<file path="config.mk">
export PLATFORM = sky130hd
export DESIGN_NAME = sifo_microprocessor
export DESIGN_NICKNAME = d
export VERILOG_FILES = /design/src/rtl/sifo_pkg.sv /design/src/rtl/sifo_stack.sv /design/src/rtl/sifo_microprocessor.sv
export SDC_FILE = /design/constraint.sdc
export NUM_CORES = 1
export LEC_CHECK = 0
export CAP_MARGIN = 10
export CORE_UTILIZATION = 40
export CTS_BUF_LIST = sky130_fd_sc_hd__clkbuf_4 sky130_fd_sc_hd__clkbuf_8
export CTS_CLUSTER_DIAMETER = 120
export DETAILED_ROUTE_END_ITERATION = 10
export HOLD_SLACK_MARGIN = 0.05
export SLEW_MARGIN = 20
export SYNTH_ARGS = -nofsm -noshare
export SYNTH_HDL_FRONTEND = slang
export SYNTH_SLANG_ARGS = --single-unit
</file>
<file path="constraint.sdc">
create_clock -name clk -period 6.15 [get_ports clk]
set_clock_uncertainty 0.2 [all_clocks]
set_input_delay 1.845 -clock clk [delete_from_list [all_inputs] [get_ports clk]]
set_output_delay 1.845 -clock clk [all_outputs]
set_load 0.02 [all_outputs]
</file>
<file path="src/rtl/sifo_pkg.sv">
// Shared widths, opcode/state encodings and instruction field helpers for the SIFO CPU core.
package sifo_pkg;

  localparam int unsigned DATA_W   = 10;
  localparam int unsigned ADDR_W   = 14;
  localparam int unsigned INSTR_W  = 30;
  localparam int unsigned REG_AW   = 4;
  localparam int unsigned NUM_REGS = 1 << REG_AW;

  typedef enum logic [4:0] {
    OP_NOP  = 5'd0,
    OP_HALT = 5'd1,
    OP_LD   = 5'd2,
    OP_ST   = 5'd3,
    OP_LDI  = 5'd4,
    OP_ADD  = 5'd5,
    OP_SUB  = 5'd6,
    OP_CMP  = 5'd7,
    OP_JMP  = 5'd8,
    OP_JG   = 5'd9,
    OP_JS   = 5'd10,
    OP_PUSH = 5'd11,
    OP_POP  = 5'd12,
    OP_AND  = 5'd13,
    OP_OR   = 5'd14
  } opcode_t;

  typedef enum logic [2:0] {
    S_FETCH  = 3'd0,
    S_DECODE = 3'd1,
    S_EXEC   = 3'd2,
    S_MEM    = 3'd3,
    S_HALT   = 3'd4
  } state_t;

  // Raw opcode bits; unlisted encodings must stay representable so they fall through as NOP.
  function automatic logic [4:0] f_op(input logic [INSTR_W-1:0] instr);
    return instr[29:25];
  endfunction

  function automatic logic [REG_AW-1:0] f_rd(input logic [INSTR_W-1:0] instr);
    return instr[24:21];
  endfunction

  function automatic logic [REG_AW-1:0] f_rs(input logic [INSTR_W-1:0] instr);
    return instr[20:17];
  endfunction

  function automatic logic [ADDR_W-1:0] f_addr(input logic [INSTR_W-1:0] instr);
    return instr[13:0];
  endfunction

endpackage

</file>
<file path="src/rtl/sifo_stack.sv">
// Small LIFO of DATA_W-bit entries; push when full and pop when empty are ignored.
module sifo_stack
  import sifo_pkg::*;
#(
  parameter int unsigned DEPTH = 7
) (
  input  logic              clk,
  input  logic              rst_n,
  input  logic              push,
  input  logic              pop,
  input  logic [DATA_W-1:0] din,
  output logic [DATA_W-1:0] dout,
  output logic              full,
  output logic              empty
);

  localparam int unsigned CW = $clog2(DEPTH + 1);

  logic [DATA_W-1:0] mem_q [DEPTH];
  logic [DATA_W-1:0] mem_d [DEPTH];
  logic [CW-1:0]     cnt_q, cnt_d;

  assign full  = (cnt_q == CW'(DEPTH));
  assign empty = (cnt_q == '0);
  assign dout  = empty ? '0 : mem_q[cnt_q - 1'b1];

  always_comb begin
    mem_d = mem_q;
    cnt_d = cnt_q;
    if (push && !full) begin
      mem_d[cnt_q] = din;
      cnt_d        = cnt_q + 1'b1;
    end else if (pop && !empty) begin
      cnt_d = cnt_q - 1'b1;
    end
  end

  always_ff @(posedge clk or negedge rst_n) begin
    if (!rst_n) begin
      cnt_q <= '0;
      for (int unsigned i = 0; i < DEPTH; i++) mem_q[i] <= '0;
    end else begin
      cnt_q <= cnt_d;
      mem_q <= mem_d;
    end
  end

endmodule

</file>
<file path="src/rtl/sifo_microprocessor.sv">
// Multi-cycle SIFO accumulator CPU: FETCH/DECODE/EXEC/MEM/HALT FSM, 16 registers, G/S flags.
// Define SIFO_STACK_EN to build the hardware stack; otherwise PUSH/POP behave as NOP.
module sifo_microprocessor
  import sifo_pkg::*;
#(
  parameter int unsigned STACK_DEPTH = 7
) (
  input  logic               clk,
  input  logic               rst,
  output logic [ADDR_W-1:0]  imem_addr,
  input  logic [INSTR_W-1:0] imem_data,
  output logic [ADDR_W-1:0]  dmem_addr,
  output logic [DATA_W-1:0]  dmem_wdata,
  output logic               dmem_we,
  output logic               dmem_re,
  input  logic [DATA_W-1:0]  dmem_rdata,
  input  logic               mem_stall,
  output logic [ADDR_W-1:0]  d_pc,
  output logic [INSTR_W-1:0] d_instr,
  output logic [2:0]         d_state,
  output logic               d_g,
  output logic               d_s,
  output logic               d_clk_en
);

  state_t               state_q, state_d;
  logic [ADDR_W-1:0]    pc_q, pc_d;
  logic [INSTR_W-1:0]   ir_q, ir_d;
  logic [DATA_W-1:0]    regs_q [NUM_REGS];
  logic [DATA_W-1:0]    regs_d [NUM_REGS];
  logic                 g_q, g_d, s_q, s_d;
  logic                 clk_en_q, clk_en_d;
  logic [ADDR_W-1:0]    dmem_addr_q, dmem_addr_d;
  logic [DATA_W-1:0]    dmem_wdata_q, dmem_wdata_d;
  logic                 dmem_we_q, dmem_we_d, dmem_re_q, dmem_re_d;

  logic [4:0]           op, dec_op;
  logic [REG_AW-1:0]    rd, rs;
  logic [DATA_W-1:0]    rd_val, rs_val;

  assign op     = f_op(ir_q);
  assign rd     = f_rd(ir_q);
  assign rs     = f_rs(ir_q);
  assign rd_val = regs_q[rd];
  assign rs_val = regs_q[rs];
  assign dec_op = f_op(imem_data);

`ifdef SIFO_STACK_EN
  logic              stk_push, stk_pop, stk_full, stk_empty;
  logic [DATA_W-1:0] stk_dout;

  sifo_stack #(.DEPTH(STACK_DEPTH)) u_stack (
    .clk   (clk),
    .rst_n (rst),
    .push  (stk_push),
    .pop   (stk_pop),
    .din   (rd_val),
    .dout  (stk_dout),
    .full  (stk_full),
    .empty (stk_empty)
  );
`endif

  always_comb begin
    state_d      = state_q;
    pc_d         = pc_q;
    ir_d         = ir_q;
    regs_d       = regs_q;
    g_d          = g_q;
    s_d          = s_q;
    clk_en_d     = clk_en_q;
    dmem_addr_d  = dmem_addr_q;
    dmem_wdata_d = dmem_wdata_q;
    dmem_we_d    = dmem_we_q;
    dmem_re_d    = dmem_re_q;
`ifdef SIFO_STACK_EN
    stk_push     = 1'b0;
    stk_pop      = 1'b0;
`endif
    if (!mem_stall) begin
      case (state_q)
        S_FETCH: state_d = S_DECODE;
        // Memory strobes are registered, so they are set up from the incoming
        // word here and are then valid for exactly the EXEC cycle(s).
        S_DECODE: begin
          ir_d      = imem_data;
          dmem_we_d = (dec_op == OP_ST);
          dmem_re_d = (dec_op == OP_LD);
          if (dec_op == OP_ST || dec_op == OP_LD) begin
            dmem_addr_d  = f_addr(imem_data) + ADDR_W'(regs_q[f_rs(imem_data)]);
            dmem_wdata_d = regs_q[f_rd(imem_data)];
          end
          state_d = S_EXEC;
        end
        S_EXEC: begin
          dmem_we_d = 1'b0;
          dmem_re_d = 1'b0;
          pc_d      = pc_q + 1'b1;
          state_d   = S_FETCH;
          case (op)
            OP_HALT: begin
              pc_d     = pc_q;
              clk_en_d = 1'b0;
              state_d  = S_HALT;
            end
            OP_LD:  state_d    = S_MEM;
            OP_LDI: regs_d[rd] = ir_q[DATA_W-1:0];
            OP_ADD: regs_d[rd] = rd_val + rs_val;
            OP_SUB: begin
              regs_d[rd] = rd_val - rs_val;
              g_d        = (rd_val > rs_val);
              s_d        = (rd_val < rs_val);
            end
            OP_CMP: begin
              g_d = (rd_val > rs_val);
              s_d = (rd_val < rs_val);
            end
            OP_JMP: pc_d = f_addr(ir_q);
            OP_JG:  if (g_q) pc_d = f_addr(ir_q);
            OP_JS:  if (s_q) pc_d = f_addr(ir_q);
`ifdef SIFO_STACK_EN
            OP_PUSH: stk_push = !stk_full;
            OP_POP: begin
              regs_d[rd] = stk_empty ? '0 : stk_dout;
              stk_pop    = !stk_empty;
            end
`endif
            OP_AND: regs_d[rd] = rd_val & rs_val;
            OP_OR:  regs_d[rd] = rd_val | rs_val;
            default: ;
          endcase
        end
        S_MEM: begin
          regs_d[rd] = dmem_rdata;
          state_d    = S_FETCH;
        end
        default: state_d = S_HALT;
      endcase
    end
  end

  always_ff @(posedge clk or negedge rst) begin
    if (!rst) begin
      state_q      <= S_FETCH;
      pc_q         <= '0;
      ir_q         <= '0;
      g_q          <= 1'b0;
      s_q          <= 1'b0;
      clk_en_q     <= 1'b1;
      dmem_addr_q  <= '0;
      dmem_wdata_q <= '0;
      dmem_we_q    <= 1'b0;
      dmem_re_q    <= 1'b0;
      for (int unsigned i = 0; i < NUM_REGS; i++) regs_q[i] <= '0;
    end else begin
      state_q      <= state_d;
      pc_q         <= pc_d;
      ir_q         <= ir_d;
      g_q          <= g_d;
      s_q          <= s_d;
      clk_en_q     <= clk_en_d;
      dmem_addr_q  <= dmem_addr_d;
      dmem_wdata_q <= dmem_wdata_d;
      dmem_we_q    <= dmem_we_d;
      dmem_re_q    <= dmem_re_d;
      regs_q       <= regs_d;
    end
  end

  assign imem_addr  = pc_q;
  assign dmem_addr  = dmem_addr_q;
  assign dmem_wdata = dmem_wdata_q;
  assign dmem_we    = dmem_we_q;
  assign dmem_re    = dmem_re_q;
  assign d_pc       = pc_q;
  assign d_instr    = ir_q;
  assign d_state    = state_q;
  assign d_g        = g_q;
  assign d_s        = s_q;
  assign d_clk_en   = clk_en_q;

endmodule

</file>
# Word level (Yosys, flattened, before mapping)
# Cells that the tools add are included.
# totals
ff_bits	236
output_inout_bits	90
input_bits	43
wordCells	104
# classes
bitwise	8
muxes	29
add_sub_neg	4
n_eq_ne	17
reduce_logical	13
magnitude_cmp	7
# ops
op	n
160-bit bitwise mux	6
160-bit case mux with 5 select lines	1
160-bit case mux with 2 select lines	1
10-bit binary-select mux with 4-bit select	4
10-bit two-way mux	9
14-bit case mux with 4 select lines	1
10-bit demux with 4-bit select	1
14-bit two-way mux	2
5-bit by 4-bit == test with 1-bit output, second input constant	5
5-bit by 3-bit == test with 1-bit output, second input constant	4
5-bit greater-or-equal comparator, second input constant	4
4-bit NOT with 5-bit output	4
5-bit by 2-bit == test with 1-bit output, second input constant	3
3-bit AND reduction	5
14-bit by 1-bit adder with 14-bit output, second input constant	1
14-bit by 10-bit adder with 14-bit output	1
3-bit case mux with 4 select lines	1
10-bit adder	1
10-bit AND	1
10-bit > comparator	1
10-bit less-than comparator	1
10-bit bitwise OR	1
10-bit subtractor	1
3-bit by 2-bit == test with 1-bit output, second input constant	2
13 further kinds	17

# Depth between registers and ports, before layout
# Gate-level depths: netlist of run 1.
# depth
word_depth	8
depth_mapped	16
ltp_nobuf	13

# Worst setup path before layout of run 1
# No wires, ideal clock.
# synth_timing
path_kind	in2reg
start	input imem_data[17]
end	register dmem_addr_q[13], in the netlist dmem_addr[13]
t_arrival_ns	5.146
setup_slack_ns	0.667
cell_stages	11
path_cell_list	clkbuf_1 buf_1 mux4_2 mux4_2 ha_1 or3_1 o311ai_0 a21boi_0 o2111ai_1 xor2_1 o21ai_0
# synth_via
elab_chain_len	5
# synth_rtl
element	line_no	source
start: declaration	sifo_microprocessor.sv:11	input logic [INSTR_W-1:0] imem_data,
4-bit NOT with 5-bit output (not written as such)	sifo_microprocessor.sv:90	dmem_addr_d = f_addr(imem_data) + ADDR_W'(regs_q[f_rs(imem_data)]);
10-bit binary-select mux with 4-bit select	sifo_microprocessor.sv:90	
10-bit two-way mux (not written as such) (2 in series)	sifo_microprocessor.sv:90	
14-bit by 10-bit adder with 14-bit output	sifo_microprocessor.sv:90	
end signal: assignment	sifo_microprocessor.sv:162	dmem_addr_q <= dmem_addr_d;
end: declaration	sifo_microprocessor.sv:33	logic [ADDR_W-1:0] dmem_addr_q, dmem_addr_d;
# No other way between the ends. The select of a mux whose other input is x is not followed.
# A chain may end at the register's enable or synchronous reset.

# Worst setup path after layout of run 1
# layout_timing
start	register ir_q[21], in the netlist d_instr[21]
end	register regs_q[35] (netlist name)
# layout_via
elab_chain_len	8
# layout_rtl
element	line_no	source
start: declaration	sifo_microprocessor.sv:28	logic [INSTR_W-1:0] ir_q, ir_d;
start signal: assignment	sifo_microprocessor.sv:158	ir_q <= ir_d;
4-bit NOT with 5-bit output (not written as such) *	n/a	
10-bit binary-select mux with 4-bit select (tied with other cells)	sifo_microprocessor.sv:44	assign rd_val = regs_q[rd];
10-bit two-way mux (not written as such) or 1-bit logical AND (tied branches)	n/a	
10-bit two-way mux, on equally long branches	n/a	
10-bit subtractor (tied with other cells)	sifo_microprocessor.sv:110	regs_d[rd] = rd_val - rs_val;
160-bit bitwise mux, on equally long branches	n/a	
160-bit case mux with 5 select lines	sifo_microprocessor.sv:100	case (op)
160-bit case mux with 2 select lines *	sifo_microprocessor.sv:81	case (state_q)
end signal: assignment	sifo_microprocessor.sv:166	regs_q <= regs_d;
end: declaration	sifo_microprocessor.sv:29	logic [DATA_W-1:0] regs_q [NUM_REGS];
# Every way passes the cells marked *; elsewhere a longest branch is shown, timed or not. The select of a mux whose other input is x is not followed.

==> results of run 1 <==
## per-layer routing
metal	up-vias	track usage, %	share of wire (%)
li1	7171	-	-
met1	8457	39.4	38
met2	1241	46.7	44
met3	253	8.23	11
met4	0	18.2	6.8
met5	-	0	0
## Yosys cell counts (6+ instances only)
master     instances
nand2_1          176
inv_1             46
mux2_2            59
o31ai_1           22
nor2b_1           18
o21a_1            11
clkbuf_1          70
nor2_1           139
o211ai_1          24
xor2_1             9
dfrtp_1          235
a21oi_1          141
o221ai_1          28
mux4_2           200
o21ai_1           13
a21o_1             6
buf_2             49
a31oi_1           23
and3_1            10
o22ai_1           15
a211oi_1           7
nand3_1           29
a2bb2oi_1          7
buf_1             21
nor3_1            21
buf_4             19
o21ai_0          175
a221oi_1          12
nand2b_1          16
xnor2_1           10
a221o_1            7
a22oi_1           31
ha_1              41
## worst max-delay path: cells and delay by family, from the launching register on
family | cells | cell delay, ns
adders and majority gates | 1 | 0.28
DFF | 1 | 0.96
AOI/OAI and AO/OA | 7 | 2.23
buffers and inverters | 1 | 0.14
muxes | 2 | 1.21
## power by group
part	switching, mW	total [mW]	leakage [nW]	internal (mW)
combinational	4.81	8.35	4.65	3.54
sequential	1.27	3.37	3.09	2.10
clock	0.730	1.62	0.494	0.889
total	6.81	13.3	8.23	6.53
## sequential cells by signal, summed over array words and instances, names as in the netlist
register    cells
regs_q        160
d_instr        30
d_pc           14
dmem_addr      14
dmem_wdata     10
d_state         3
d_clk_en        1
d_g             1
d_s             1
dmem_re         1
dmem_we         1
## per-stage QoR
stage          instance area [sq um]  util, %  hold slack [ns]  cells  setup slack, ns
2_1_floorplan                  18600        -            0.291   1811            0.667
3_3_place_gp                   20400     44.8            0.266   2445            0.455
3_5_place_dp                   20400     44.8            0.270   2445            0.445
4_1_cts                        21300     46.8            0.283   2522            0.967
5_1_grt                        21300     46.8            0.301   2522            0.670
6_report                       21300     46.8            0.276   2523            0.933
## cell type report
| class | instances | share of cell area [%] |
|---|---|---|
| clock buffer | 68 | 4.03 |
| inverter | 46 | 0.809 |
| clock inverter | 9 | 0.229 |
| tap | 600 | 3.52 |
| timing repair buffer | 195 | 8.49 |
| antenna | 1 | 0.0117 |
| multi-input combinational | 1368 | 55.2 |
| sequential | 236 | 27.7 |
## kinds of logic after synthesis
family / Yosys count
multiplexers: 262
XOR/XNOR: 19
AO/OA/AOI/OAI: 585
buffers and inverters: 207
AND/OR/NAND/NOR: 458
adder cells (fa/ha/maj): 44
flip-flops: 236
## worst min-delay path by stage
stage,to,cells past startpoint
finish,dmem_addr[4]$_DFFE_PN0P_,2
global route,dmem_addr[3]$_DFFE_PN0P_,2
CTS,dmem_addr[9]$_DFFE_PN0P_,2
detailed placement,dmem_addr[9]$_DFFE_PN0P_,2
global placement,dmem_addr[3]$_DFFE_PN0P_,2
floorplan,regs_q[61]$_DFFE_PN0P_,2
==> metrics.md, run 1 <==
| Metric | Value |
|---|---|
| Status | finished, final reports clean |
| Final Setup Violations | 0 |
| Routed wire length | 72400 microns |
| Crit. Startpoint | d_instr[21]$_DFFE_PN0P_ |
| Cell taking the most area after synthesis | dfrtp_1 |
| Postcts setup bufs | 0 |
| Fraction of layout cells with a size suffix above 1 | 23.4% |
| Crit path time final | ~5.2 ns |
| Port bufs | 132 |
| Initial antenna violation count | 2 |
| Root Driver | clkbuf_8 |
| Die area | around 47000 sq um |
| DRT Pass-1 Iters | 6 |
| Netlist Area Pre-Place | 18600 sq um |
| Synth Net Count | ~1900 |
| GR Overflow Total | 0 |
| Final hold violations | 0 |
| Data required, critical path | 6.45 ns |
| Crit path max-delay cell type | dfrtp_4 |
| Avg Vias per Cell | 6.79 |
| Worst Tran Pin Value | around 1.2 ns |
| Multiplexer share of the synthesized area | about 28% |
| Reg-to-Reg End | regs_q[35]$_DFFE_PN0P_ |
| Critical path class | register to register |
| Synth warn | 0 |
| Peak Freq | 192 MHz |
| DRT iter0 DRCs | 2556 |
| R2R Setup Slk | around 0.93 ns |
| Post-synthesis adder-cell area fraction | 3.09% |
| Vias in the first global route | approximately 17000 |
| Pin count of the biggest net entering global routing | 100 |
| Worst r2r src | d_instr[21]$_DFFE_PN0P_ |
| Syn Inst Count | ~1800 |
| Initial core utilization | 40.8% |
| Worst Setup EP | regs_q[35]$_DFFE_PN0P_ |
| Nets | approximately 2000 |
| CTS Hold Buffers Added | 0 |
| Area of the multi-input gates | 11800 sq um |
| Via count | ~17000 |
| Worst VDD drop | 0.500 mV |
| RSZ-0062 raised after global routing | false |
| Clock Tree Buf Depth | 3 |
| HP Start | dmem_addr[4]$_DFFE_PN0P_ |
| Final TNS setup | 0 ns |
| Worst-path maximum fanout | 44 |
| Synth Area in XOR/XNOR | less than 1% |
| TritonCTS Buffers | 45 |
| Syn avg cell area | just over 10 sq um |
| Max stage delay on crit path | between 0.9 and 1 ns |
| Register area | about 6000 sq um |
| Worst relative slew slack | about a fifth |
| Core footprint | 45600 sq um |
| Total Power | roughly 13 mW |
| ANT nets after route | 0 |
| Synth Flop Type | dfrtp_1 |
| Slew Viols, Final | 0 |
| DP Wirelength | between 50000 and 60000 microns |
| DR WL/cell | roughly 29 microns |
| CTS resizes | 0 |
| Critical path, cell by cell | mux4_2 -> mux4_2 -> inv_1 -> ha_1 -> a211oi_1 -> o21bai_1 -> a211o_1 -> a221o_1 -> a221o_1 -> a21boi_2 -> a21oi_1 |
| Clock sink total | between 200 and 250 |
| Area growth syn-to-layout | 14.9% |
| Worst-Skew Late Latency | around 0.64 ns |
| Largest family of logic cells by synthesized area | multiplexers |
| CTS tree | done |
| Async SR Flop Fraction | 100% |
| Worst reg2reg path depth | 11 |
| # rows | just under 80 |
| PD cells | approximately 620 nW/um^2 |
| Die height | 217 microns |
| Number of synthesized flops with an enable pin | 0 |
| Pleak | 8.23 nW |
| Max-Cap Viols | 0 |
| DRC | 0 |
| Die X-Extent | 217 microns |
| Synth cell types | between 80 and 90 |
| RD Place Congestion | about 0.99 |
| Clock transition at the registers of the reported paths | ~0.07 ns |
| Hold Crit Class | register to register |
| Overall routing resource usage | slightly above 30% |
| Compound-Gate Fraction of Synth Area | 20.1% |
| Fillers | around 4300 |
| Startpoint types | register |
| H-tree lvl count | 2 |
| Sequential cell area fraction in the yosys report | 31.8% |
| Synth Register Bits | 236 |
| Synth Area in Simple Gates | 11.1% |
| Worst Setup End Kind | register |
| Final period utilization | between 80% and 90% |
| Most common cell after layout, fill and taps aside | dfrtp_1 |
| Dominant cells by area after synthesis | dfrtp_1, mux4_2, o21ai_0 |
| Most frequent cells in the layout | dfrtp_1, mux4_2, nand2_1, o21ai_0, a21oi_1 |
| First-pass GRT wire length | between 100000 and 150000 microns |
| Share of the synthesized area in the top cell type | roughly a third |
| Io pins | around 130 |
| Worst EP arrival | 5.51 ns |
Power figures use the tool's default switching activity.
==> run 2: changes to the inputs <==
clock period = 4.9 ns   (was 6.15 ns; I/O delays follow)
==> metrics.md, run 2 (synthesis results as in run 1) <==
| Metric | Value |
|---|---|
| Status | finished, final reports clean (unchanged) |
| Final design utilization | 48.6% (was 46.8%) |
| Io pins | 133 (unchanged) |
| RD Place Congestion | 0.957 (was 0.994) |
| Die height | 217 microns (unchanged) |
| Slew Viols, Final | 0 (unchanged) |
| Data required, critical path | 5.19 ns (was 6.45 ns) |
| H-tree lvl count | 2 (unchanged) |
| Largest register FFs | 160 (unchanged) |
| Most frequent cells in the layout | dfrtp_1, mux4_2, nand2_1, o21ai_0, a21oi_1 (unchanged) |
| Vias in the first global route | 16682 (was 16580) |
| R2R Setup Slk | 0.19 ns (was 0.93 ns) |
| Internal power | 8.79 mW (was 6.53 mW) |
| Worst VDD drop | 0.763 mV (was 0.500 mV) |
| Root Driver | clkbuf_8 (unchanged) |
| Reg-to-Reg End | regs_q[138]$_DFFE_PN0P_ (was regs_q[35]$_DFFE_PN0P_) |
| ANT nets after route | 0 (unchanged) |
| DR WL/cell | 28.1 microns (was 28.7 microns) |
| Worst-Skew Late Latency | 0.64 ns (about the same) |
| Most common cell after layout, fill and taps aside | dfrtp_1 (unchanged) |
| Initial antenna violation count | 0 (was 2) |
| Seq pwr share | 22.4% (was 25.3%) |
| Port bufs | 132 (unchanged) |
| CTS tree | done (unchanged) |
| DRT Pass-1 Iters | 6 (unchanged) |
| Worst relative slew slack | 30.7% (was 19.8%) |
| TritonCTS Buffers | 45 (unchanged) |
| Final period utilization | 96.2% (was 84.8%) |
| Startpoint types | register (unchanged) |
| Worst r2r src | d_instr[17]$_DFFE_PN0P_ (was d_instr[21]$_DFFE_PN0P_) |
| DRC | 0 (unchanged) |
| Clock sink total | 236 (unchanged) |
| Net load switching power | 8.58 mW (was 6.81 mW) |
| Die area | 47300 sq um (unchanged) |
| Sw Share | 49.4% (was 51.0%) |
| Routed wire length | 73200 microns (was 72400 microns) |
| Pin count of the biggest net entering global routing | 86 (was 100) |
| GR Overflow Total | 0 (unchanged) |
| # rows | 78 (unchanged) |
| Final Setup Violations | 0 (unchanged) |
| Die X-Extent | 217 microns (unchanged) |
| Worst reg2reg path depth | 12 (was 11) |
| RSZ-0062 raised after global routing | false (unchanged) |
| N_diodes | 0 (was 1) |
| Hold Crit Class | register to register (unchanged) |
| PD cells | 784 nW/um^2 (was 625 nW/um^2) |
| Area growth syn-to-layout | 19.2% (was 14.9%) |
| Worst-path maximum fanout | 20 (was 44) |
| Min-Delay Path Depth | 2 (unchanged) |
| Total Power | 17.4 mW (was 13.3 mW) |
| Worst EP arrival | 5.01 ns (was 5.51 ns) |
| Clock Tree Buf Depth | 3 (unchanged) |
| Nets | 2057 (was 1979) |
| Overall routing resource usage | 31.2% (was 30.7%) |
| Critical path class | register to register (unchanged) |
| Final hold violations | 0 (unchanged) |
| Peak Freq | 212 MHz (was 192 MHz) |
| DP Wirelength | 55100 microns (was 52500 microns) |
| Core footprint | 45600 sq um (unchanged) |
| Clock transition at the registers of the reported paths | 0.06 ns (was 0.07 ns) |
| DRT iter0 DRCs | 2211 (was 2556) |
| Comb pwr share | 64.7% (was 62.6%) |
| CTS Hold Buffers Added | 0 (unchanged) |
| Initial core utilization | 40.8% (unchanged) |
| Max-Cap Viols | 0 (unchanged) |
| Worst Tran Pin Value | 1.03 ns (was 1.20 ns) |
| Hold endpoint | dmem_addr[6]$_DFFE_PN0P_ (was dmem_addr[4]$_DFFE_PN0P_) |
| Fraction of layout cells with a size suffix above 1 | 26.3% (was 23.4%) |
| Clock power share | 12.9% (was 12.1%) |
| Worst Setup End Kind | register (unchanged) |
| First-pass GRT wire length | 109000 microns (was 108000 microns) |
| HP Start | dmem_addr[6]$_DFFE_PN0P_ (was dmem_addr[4]$_DFFE_PN0P_) |
| Via count | 17389 (was 17122) |
| Largest register by flop count | regs_q (unchanged) |
| Avg Vias per Cell | 6.68 (was 6.79) |
| Pleak | 8.69 nW (was 8.23 nW) |
| Crit path time final | 4.71 ns (was 5.22 ns) |
==> run 2: cell types whose count changed in the layout (fill, tap and decap cells not counted), moves of 2 or more <==
cell	delta
clkinvlp_4	+2
clkinv_2	-5
nor3_2	-3
clkbuf_4	+5
bufinv_16	+3
buf_4	+68
buf_12	+10
nor3_1	+3
==> run 2: repair_timing <==
| action | 4_1_cts | 5_1_grt |
|---|---|---|
| resized for setup | 0 | 0 |
| setup buffers | 0 | 6 |
| endpoints found under the setup margin | 0 | 22 |
==> run 2: per-stage QoR <==
stage | instances | TNS, ns | hold slack, ns | cell area (sq um) | worst slack (ns)
2_1_floorplan | 1811 | 0 | 0.291 | 18600 | 0.0745
3_3_place_gp | 2517 | -0.0851 | 0.264 | 21100 | -0.0494
3_5_place_dp | 2517 | -0.222 | 0.274 | 21100 | -0.100
4_1_cts | 2598 | 0 | 0.287 | 22100 | 0.175
5_1_grt | 2604 | 0 | 0.302 | 22100 | 0.0406
6_report | 2604 | 0 | 0.282 | 22100 | 0.188
==> run 2: layout make-up <==
class                      count  area, sq um
sequential                   236         5910
clock buffer                  72          885
multi-input combinational   1368        11800
clock inverter                 9          131
fill                        4199        23400
tap                          600          751
inverter                      46          173
timing repair buffer         273         2530
==> run 2: worst max path at each step <==
stage | start | to | slack, ns | depth (start not counted)
3_5_place_dp | imem_data[17] | dmem_addr[13]$_DFFE_PN0P_ | -0.10 | 13
4_1_cts | d_instr[21]$_DFFE_PN0P_ | regs_q[138]$_DFFE_PN0P_ | 0.17 | 12
6_report | d_instr[17]$_DFFE_PN0P_ | regs_q[138]$_DFFE_PN0P_ | 0.19 | 12
5_1_grt | d_instr[17]$_DFFE_PN0P_ | regs_q[138]$_DFFE_PN0P_ | 0.04 | 12
2_1_floorplan | imem_data[17] | dmem_addr[13]$_DFFE_PN0P_ | 0.07 | 11
3_3_place_gp | imem_data[17] | dmem_addr[13]$_DFFE_PN0P_ | -0.05 | 12
==> run 2: routing by layer <==
| metal | global-route usage [%] | part of all wire, % | vias to the layer above |
|---|---|---|---|
| met5 | 0 | 0 | - |
| met4 | 18.2 | 6.2 | 0 |
| met3 | 5.97 | 9.2 | 218 |
| met2 | 48.6 | 46 | 1168 |
| met1 | 40.5 | 39 | 8670 |
| li1 | - | - | 7333 |
==> run 2: power by group through the flow <==
stage / Clock, mW / Sequential [mW] / Combinational, mW
finish: 2.24 / 3.90 / 11.2
global route: 2.35 / 3.97 / 11.9
CTS: 2.26 / 3.87 / 11.0
detailed placement: 0 / 3.90 / 10.9
global placement: 0 / 3.87 / 10.8
floorplan: 0 / 3.56 / 7.01
==> run 2: worst max-delay path, stage by stage (launching register included) <==
cell and delay (ns):
dfrtp_2 0.59, buf_12 0.26, mux4_2 0.54, mux4_2 0.58, inv_1 0.12, ha_1 0.33, nor2b_1 0.20, a211o_1 0.30
a31oi_1 0.37, xnor2_1 0.18, a221oi_4 0.38, a31o_2 0.37, o21ai_0 0.13
==> run 3: changes to the inputs <==
CELL_PAD_IN_SITES_DETAIL_PLACEMENT = 0   (was not set)
CELL_PAD_IN_SITES_GLOBAL_PLACEMENT = 1   (was not set)
PLACE_DENSITY_LB_ADDON = 0.1   (was not set)
==> metrics.md, run 3 (synthesis results as in run 1) <==
| Metric | Value |
|---|---|
| Status | finished, final reports clean (unchanged) |
| Clock Tree Buf Depth | 3 (unchanged) |
| Non-Filler Instances | 2582 (was 2604) |
| Worst EP arrival | 4.97 ns (was 5.01 ns) |
| Worst-Skew Late Latency | 0.66 ns (was 0.64 ns) |
| Max-Cap Viols | 0 (unchanged) |
| Dpl cell area | 21000 sq um (was 21100 sq um) |
| PD cells | 797 nW/um^2 (was 784 nW/um^2) |
| N_diodes | 0 (unchanged) |
| Hold Slack | 0.280 ns (was 0.282 ns) |
| Met2 Use GR | 49.5% (was 48.6%) |
| Startpoint types | register (unchanged) |
| Most common cell after layout, fill and taps aside | dfrtp_1 (unchanged) |
| Dpl cells | 2499 (was 2517) |
| Final Instance Area | 22000 sq um (was 22100 sq um) |
| Fin worst setup slack | 0.263 ns (was 0.188 ns) |
| Fraction of layout cells with a size suffix above 1 | 25.7% (was 26.3%) |
| Peak Freq | 216 MHz (was 212 MHz) |
| CTS tree | done (unchanged) |
| Die height | 217 microns (unchanged) |
| H-tree lvl count | 2 (unchanged) |
| # rows | 78 (unchanged) |
| Register area | 5920 sq um (was 5910 sq um) |
| Core footprint | 45600 sq um (unchanged) |
| RD Place Congestion | 0.932 (was 0.957) |
| Avg Vias per Cell | 6.69 (was 6.68) |
| Final design utilization | 48.3% (was 48.6%) |
| Largest register FFs | 160 (unchanged) |
| Initial antenna violation count | 2 (was 0) |
| Initial core utilization | 40.8% (unchanged) |
| Worst Setup End Kind | register (unchanged) |
| Pleak | 8.58 nW (was 8.69 nW) |
| Slew Viols, Final | 0 (unchanged) |
| Total Power | 17.5 mW (was 17.4 mW) |
| Most frequent cells in the layout | dfrtp_1, mux4_2, nand2_1 (was dfrtp_1, mux4_2, nand2_1, o21ai_0, a21oi_1) |
| Data required, critical path | 5.23 ns (was 5.19 ns) |
| Routed wire length | 77200 microns (was 73200 microns) |
| Hold Crit Class | register to register (unchanged) |
| Critical path class | register to register (unchanged) |
| Overall routing resource usage | 33.0% (was 31.2%) |
| DRT Pass-1 Iters | 5 (was 6) |
| TritonCTS Buffers | 46 (was 45) |
| GRT met1 Usage | 45.1% (was 40.5%) |
| Nets | 2036 (was 2057) |
| Worst relative slew slack | 33.5% (was 30.7%) |
| Vias in the first global route | 16557 (was 16682) |
| Fillers | 4296 (was 4199) |
| Die area | 47300 sq um (unchanged) |
| First-pass GRT wire length | 114000 microns (was 109000 microns) |
| ANT nets after route | 0 (unchanged) |
| Clock transition at the registers of the reported paths | 0.06 ns (about the same) |
| Clock sink total | 236 (unchanged) |
| Worst VDD drop | 0.586 mV (was 0.763 mV) |
| DR WL/cell | 29.9 microns (was 28.1 microns) |
| DP Wirelength | 56000 microns (was 55100 microns) |
| Port bufs | 132 (unchanged) |
| Largest register by flop count | regs_q (unchanged) |
| Final hold violations | 0 (unchanged) |
| DRC | 0 (unchanged) |
| Busiest grt layer | met2 (unchanged) |
| RSZ-0062 raised after global routing | false (unchanged) |
| Final period utilization | 94.6% (was 96.2%) |
| Final TNS setup | 0 ns (unchanged) |
| Crit path time final | 4.64 ns (was 4.71 ns) |
| DRT iter0 DRCs | 2160 (was 2211) |
| Worst Tran Pin Value | 0.994 ns (was 1.03 ns) |
| Pre-CTS setup slack | -0.0382 ns (was -0.100 ns) |
| Via count | 17273 (was 17389) |
| Die X-Extent | 217 microns (unchanged) |
| GR Overflow Total | 0 (unchanged) |
| Area of the multi-input gates | 11800 sq um (about the same) |
| Pin count of the biggest net entering global routing | 98 (was 86) |
| Worst-path maximum fanout | 22 (was 20) |
| Io pins | 133 (unchanged) |
| M3 GR Usage | 7.32% (was 5.97%) |
| Area growth syn-to-layout | 18.5% (was 19.2%) |
| Root Driver | clkbuf_8 (unchanged) |
| Final Setup Violations | 0 (unchanged) |
[run 3: changes by cell type in the layout (fill, tap and decap cells not counted), moves of 2 or more]
cell / before / now
buf_4: 128 / 103
buf_12: 13 / 16
clkbuf_8: 55 / 58
bufinv_16: 3 / 1
clkbuf_4: 17 / 15
clkinv_2: 3 / 5
[run 3: path summary, 6_finish.rpt]
kind                                     startpoint                        to  slack (ns)  depth (start not counted)
setup / recovery            d_instr[18]$_DFFE_PN0P_    regs_q[76]$_DFFE_PN0P_        0.26                         12
hold / removal             dmem_addr[5]$_DFFE_PN0P_  dmem_addr[5]$_DFFE_PN0P_        0.28                          2
setup reg to reg            d_instr[18]$_DFFE_PN0P_    regs_q[76]$_DFFE_PN0P_        0.26                         12
hold reg to reg            dmem_addr[5]$_DFFE_PN0P_  dmem_addr[5]$_DFFE_PN0P_        0.28                          2
max in group asynchronous                       rst    regs_q[96]$_DFFE_PN0P_        2.75                          2
min in group asynchronous                       rst    regs_q[21]$_DFFE_PN0P_        0.63                          1
[run 3: repair_timing]
| action | in CTS | in global routing |
|---|---|---|
| buffers inserted | 0 | 2 |
| gates resized for setup | 0 | 4 |
| hold buffers | 0 | 0 |
| endpoints found under the setup margin | 0 | 24 |
[run 3: worst max-delay path, stage by stage, from the launching register on]
cell	delay, ns
dfrtp_2	0.75
buf_4	0.38
mux4_2	0.36
mux4_2	0.56
inv_1	0.12
ha_1	0.37
inv_1	0.17
or3_1	0.39
o211a_1	0.26
o21ba_2	0.25
a21bo_2	0.36
nor4_1	0.09
a211oi_1	0.24
[run 3: cell type report]
type                    instances  share of cell area (%)
clock inverters                 8                   0.335
inverters                      46                   0.784
well taps                     600                    3.41
repair buffers                251                    10.9
flip-flops and latches        236                    26.9
multi-input cells            1368                    53.5
clock buffers                  73                    4.14
[run 3: report_power, final]
group / switching (mW) / total (mW) / internal [mW]
sequential: 1.35 / 4.00 / 2.65
clock: 0.966 / 2.19 / 1.23
combinational: 6.54 / 11.3 / 4.81
[run 3: routing by layer]
layer  part of all wire [%]  wire length (microns)  vias up
met5                  0.022                     17        -
met4                    5.6                   4330        2
met3                    9.5                   7310      217
met2                     44                  33900     1081
met1                     41                  31700     8692
li1                       -                      -     7281
